[config.mk]
export PLATFORM = sky130hd
export DESIGN_NAME = bcd_addsub_serial
export DESIGN_NICKNAME = d
export VERILOG_FILES = /design/src/rtl/bcd_pkg.sv /design/src/rtl/bcd_digit_adder.sv /design/src/rtl/bcd_addsub_serial.sv
export SDC_FILE = /design/constraint.sdc
export NUM_CORES = 1
export LEC_CHECK = 0
export CAP_MARGIN = 5
export CORE_UTILIZATION = 30
export CTS_BUF_LIST = sky130_fd_sc_hd__clkbuf_4 sky130_fd_sc_hd__clkbuf_8
export DETAILED_ROUTE_END_ITERATION = 8
export HOLD_SLACK_MARGIN = 0.12
export PLACE_DENSITY = 0.5
export SETUP_SLACK_MARGIN = 0.15
export SLEW_MARGIN = 25
export SYNTH_ARGS = -nofsm -noshare
export SYNTH_HDL_FRONTEND = slang
export SYNTH_HIERARCHICAL = 1
export SYNTH_SLANG_ARGS = --single-unit
[constraint.sdc]
create_clock -name clk -period 2.73 [get_ports clk]
set_input_delay 0.546 -clock clk [delete_from_list [all_inputs] [get_ports clk]]
set_output_delay 0.546 -clock clk [all_outputs]
set_load 0.02 [all_outputs]
[src/rtl/bcd_pkg.sv]
// Shared types and helpers for the digit-serial BCD adder/subtractor.
//   bcd_digit_t   : one packed-BCD digit
//   state_t       : controller states (IDLE, RUN, DONE)
//   BCD_MAX_DIGIT : largest legal BCD digit value
//   nines_comp()  : nines complement of a digit (wraps for non-BCD input)
package bcd_pkg;

  typedef logic [3:0] bcd_digit_t;

  typedef enum logic [1:0] {
    IDLE = 2'd0,
    RUN  = 2'd1,
    DONE = 2'd2
  } state_t;

  localparam bcd_digit_t BCD_MAX_DIGIT = 4'd9;

  function automatic bcd_digit_t nines_comp(bcd_digit_t d);
    return BCD_MAX_DIGIT - d;
  endfunction

endpackage

[src/rtl/bcd_digit_adder.sv]
// Combinational single-digit BCD adder with decimal carry correction.
// Ports:
//   a, b : BCD digits (non-BCD values are processed by the same formula)
//   cin  : carry into this digit
//   s    : corrected BCD sum digit
//   cout : decimal carry out (digit sum exceeded 9)
module bcd_digit_adder
  import bcd_pkg::*;
(
  input  bcd_digit_t a,
  input  bcd_digit_t b,
  input  logic       cin,
  output bcd_digit_t s,
  output logic       cout
);

  logic [4:0] t;

  always_comb begin
    t = {1'b0, a} + {1'b0, b} + {4'b0, cin};
    if (t > {1'b0, BCD_MAX_DIGIT}) begin
      // Adding 6 skips the six unused codes; the bit-4 overflow is the carry.
      s    = t[3:0] + 4'd6;
      cout = 1'b1;
    end else begin
      s    = t[3:0];
      cout = 1'b0;
    end
  end

endmodule

[src/rtl/bcd_addsub_serial.sv]
// Digit-serial packed-BCD adder/subtractor, one digit per clock, LSD first.
// Subtraction is a + nines_comp(b) + ~borrow_in (ten's complement).
// Optional feature macro: BCD_INVALID_DETECT_EN (flags non-BCD operand digits on err).
// Ports:
//   clk, reset           : clock, synchronous active-high reset
//   in_valid / in_ready  : operand handshake (a, b, op, cin)
//   op                   : 0 = add, 1 = subtract
//   cin                  : add carry-in / subtract borrow-in
//   out_valid / out_ready: result handshake (s, cout, err)
//   cout                 : add carry-out / subtract 1 = no borrow
//   err                  : non-BCD digit seen (constant 0 without the macro)
//
// state | meaning
// IDLE  | waiting for operands, in_ready=1
// RUN   | processing one digit per cycle
// DONE  | result held until out_ready
module bcd_addsub_serial
  import bcd_pkg::*;
#(
  parameter  int N_DIGITS = 4,
  localparam int W        = 4 * N_DIGITS
) (
  input  logic         clk,
  input  logic         reset,
  input  logic         in_valid,
  output logic         in_ready,
  input  logic [W-1:0] a,
  input  logic [W-1:0] b,
  input  logic         op,
  input  logic         cin,
  output logic         out_valid,
  input  logic         out_ready,
  output logic [W-1:0] s,
  output logic         cout,
  output logic         err
);

  localparam int IW = (N_DIGITS > 1) ? $clog2(N_DIGITS) : 1;

  state_t         state_q, state_d;
  logic [W-1:0]   a_q, b_q, s_q;
  logic           op_q, carry_q, cout_q;
  logic [IW-1:0]  idx_q;
  logic           last_digit;

  bcd_digit_t     dig_a, dig_b, dig_s;
  logic           dig_cout;
  logic [W-1:0]   s_shift;

  assign last_digit = (idx_q == IW'(N_DIGITS - 1));
  assign dig_a      = a_q[3:0];
  assign dig_b      = op_q ? nines_comp(b_q[3:0]) : b_q[3:0];

  bcd_digit_adder u_digit (
    .a    (dig_a),
    .b    (dig_b),
    .cin  (carry_q),
    .s    (dig_s),
    .cout (dig_cout)
  );

  // New digit enters at the top; after N shifts digit 0 lands in [3:0].
  assign s_shift = (s_q >> 4) | (W'(dig_s) << (W - 4));

  always_ff @(posedge clk) begin
    if (reset) state_q <= IDLE;
    else       state_q <= state_d;
  end

  always_comb begin
    state_d = state_q;
    case (state_q)
      IDLE:    if (in_valid)   state_d = RUN;
      RUN:     if (last_digit) state_d = DONE;
      DONE:    if (out_ready)  state_d = IDLE;
      default:                 state_d = IDLE;
    endcase
  end

  always_ff @(posedge clk) begin
    if (reset) begin
      a_q     <= '0;
      b_q     <= '0;
      s_q     <= '0;
      op_q    <= 1'b0;
      carry_q <= 1'b0;
      cout_q  <= 1'b0;
      idx_q   <= '0;
    end else begin
      case (state_q)
        IDLE: if (in_valid) begin
          a_q     <= a;
          b_q     <= b;
          op_q    <= op;
          carry_q <= cin ^ op;   // subtract uses the inverted borrow as carry-in
          idx_q   <= '0;
        end
        RUN: begin
          a_q     <= a_q >> 4;
          b_q     <= b_q >> 4;
          s_q     <= s_shift;
          carry_q <= dig_cout;
          idx_q   <= idx_q + IW'(1);
          if (last_digit) cout_q <= dig_cout;
        end
        default: ;
      endcase
    end
  end

`ifdef BCD_INVALID_DETECT_EN
  logic err_q;

  always_ff @(posedge clk) begin
    if (reset) begin
      err_q <= 1'b0;
    end else if (state_q == IDLE && in_valid) begin
      err_q <= 1'b0;
    end else if (state_q == RUN) begin
      err_q <= err_q | (dig_a > BCD_MAX_DIGIT) | (b_q[3:0] > BCD_MAX_DIGIT);
    end
  end

  assign err = err_q;
`else
  assign err = 1'b0;
`endif

  assign in_ready  = (state_q == IDLE);
  assign out_valid = (state_q == DONE);
  assign s         = s_q;
  assign cout      = cout_q;

endmodule

==> impl_results.md <==
- Most common cell after layout, fill and taps aside: nand2_1
- 1st-iter DRT viols: 46
- Clock Sinks: 55
- Initial core utilization: 0.317
- Top post-synthesis cells by area: dfxtp_1 41%, a211oi_2 8.9%, nand2_1 8.6%
- Die area: 0.00924 mm^2
- RePlAce Congestion: 0.774
- Fill cell count: 866
- DR vias: 2,199
- Setup Viol. Count Final: 0
- WS Path Type: reg2reg
- Ant diodes: 0
- Slew headroom: 0.639
- Vias per cell: between 4 and 5
- Async S/R FF share, synth: 0
- Antenna violations before repair: 0
- Syn_nets: 342
- M1 wire length: around 2.8 mm
- Number of global-route vias before repair: 2,081
- Worst path arrival time: ~2800 ps
- NumNets Final: 398
- Per-cell routed wire length: 13.1 um
- Mapped Cells: 296
- Post-synthesis register bit count: 55
- Setup WS post-layout: 165 ps
- Main synth FF type: dfxtp_1
- Area share of the largest cell type after synthesis: 0.414
- Fin Setup TNS: 0 ps
- Setup crit end kind: flop
- EDFF count, synth: 0
- Max_cap viols: 0
- Total design power: 2.00 mW
- Final hold vios: 0
- CP max FO: 3
- Storage cell area: 0.00110 mm^2
- Setup WS pre-CTS: about 21 ps
- Commonest non-fill, non-tap cells in the layout: 61 x nand2_1, 55 x clkdlybuf4s50_1, 53 x dfxtp_1
- Layout cell share with drive strength beyond 1: 0.246
- Maximum vdd drop: 0.000248 V
- Initial DRT Pass Iterations: 4
- Num ports: 58
- Seq/Total Area, Yosys: 0.414
- Synth cell types: 39
- Met3 WL: 223 um
- Drt total wl: 5.98 mm
- Cell taking the most area after synthesis: dfxtp_1
- Multi-input gate area: between 0.001 and 0.0015 mm^2
- Leak: 1.29 nW
- Fin crit share: 0.940
- Post-Syn Area per Cell: ~9.0 um^2
- TritonCTS clock tree: yes
- TritonCTS buffer count: 5
- Die height: between 90 and 100 um
- Design area: 0.00354 mm^2
- Clk_skew: 5.76 ps
- H-tree depth: 2
- Final min period: 2570 ps
- Clock Latency Late Sink: ~300 ps
- Clk buf depth: 2
- Critical Path RT: about 3000 ps
- Ys Warns: 6
- Clock-pin slew on the worst setup and hold paths: 90 ps
- Pwr dens: roughly 570 mW/mm^2
- # port buffers: 56
- Hold depth: 2
- Fmax achieved: 390 MHz
- First-pass GRT wire length: 9.96 mm
- Area Growth Syn to Fin: 33.2%
- Detailed Place HPWL: 4.02 mm
- Clock root buffer: clkbuf_8
- Startpoint types: flop
- DRT antenna net count: 0
- Mapped Area: roughly 0.0027 mm^2
- Pin count of the biggest net entering global routing: 26
- Placed Area: 0.00330 mm^2
- Hold crit path type: reg2reg
- Row count: 33
- Met2 wire len: 2.89 mm
- Max Used Layer: met4
- Remaining Overflow, GRT: 0
- Cts hold-fix bufs: 0
- Die W: 96.1 um
- Global Route Usage Sum: 0.141
- Core footprint: 0.00838 mm^2
- R2R cell count: 10
- DRC viols: 0
- Status: finished clean
- Slew @ Worst Pin: 541 ps
- RSZ-0062 raised after global routing: true
- Final max-slew violation count: 0
==> report_power, final <==
group	switching, mW	internal, mW	total, mW
logic	0.297	0.305	0.602
clock network	0.257	0.242	0.499
registers	0.0402	0.861	0.901
total	0.594	1.41	2.00
==> through the flow <==
step,util,hold WS [ps],std cells
finish,0.422,459,458
floorplan,-,464,296
global route,0.422,480,458
CTS,0.417,462,457
detailed placement,0.393,448,444
global placement,0.393,442,444
==> critical path, cell delays in order, from the launching register on <==
cell	delay, ps
dfxtp_2	330
xor2_1	160
fa_2	360
fa_2	410
xnor2_4	170
ha_4	170
a31o_4	220
o31ai_4	230
mux2i_1	250
nand2_1	80
a21oi_1	120
==> what timing repair did <==
| item | in CTS | in global routing |
|---|---|---|
| endpoints found under the hold margin | 0 | 0 |
| resized for setup | 12 | 7 |
| setup buffers | 5 | 1 |
| setup endpoints to repair | 5 | 5 |
| pin swaps | 3 | 2 |
==> flip-flops by register name (all words and copies together), names as in the netlist <==
signal	cells
idx_q	2
op_q	1
state_q	2
b_q	16
cout	1
a_q	16
carry_q	1
s	16
==> per-layer routing <==
metal / up-vias / GRT usage
met5: - / 0
met4: 0 / 0.0336
met3: 2 / 0.0300
met2: 44 / 0.235
met1: 1033 / 0.185
li1: 1120 / -
==> layout make-up <==
type / instances / share of cell area
clock buffer: 8 / 0.0293
timing repair buffer: 73 / 0.204
multi-input combinational: 212 / 0.413
tap: 105 / 0.0371
sequential: 55 / 0.312
inverter: 5 / 0.00530
==> worst paths after layout <==
| path | start | slack (ps) | to |
|---|---|---|---|
| worst max-delay path | b_q[0]$_SDFFE_PP0P_ | 160 | s[14]$_SDFFE_PP0P_ |
| worst min-delay path | s[1]$_SDFFE_PP0P_ | 460 | s[1]$_SDFFE_PP0P_ |
| worst max register to register | b_q[0]$_SDFFE_PP0P_ | 160 | s[14]$_SDFFE_PP0P_ |
| worst min register to register | s[1]$_SDFFE_PP0P_ | 460 | s[1]$_SDFFE_PP0P_ |
==> logic make-up (layout without fill, tap and decap cells) <==
group | count (synthesis) | after routing | synth area share
adders and majority gates | 8 | 8 | 0.0433
and+or+nand+nor | 106 | 106 | 0.163
DFF | 55 | 55 | 0.414
other | 1 | 1 | 0.00141
muxes | 3 | 3 | 0.0113
AOI/OAI and AO/OA | 89 | 89 | 0.282
buffers and inverters | 29 | 86 | 0.0673
xor gates and xnor gates | 5 | 5 | 0.0165
==> synthesized netlist by cell type (2+ instances only) <==
cell	n
a211oi_1	3
a211oi_2	19
a21oi_1	29
a21oi_2	19
a22oi_1	9
buf_1	2
buf_2	10
buf_4	6
clkbuf_1	3
dfxtp_1	55
fa_1	2
ha_1	6
inv_1	5
mux2i_1	3
nand2_1	61
nand2b_1	2
nand3_1	2
nand3b_1	2
nor2_1	34
nor2b_1	2
xnor2_1	3
xor2_1	2
Note: power is estimated with default switching activity, not from simulation.
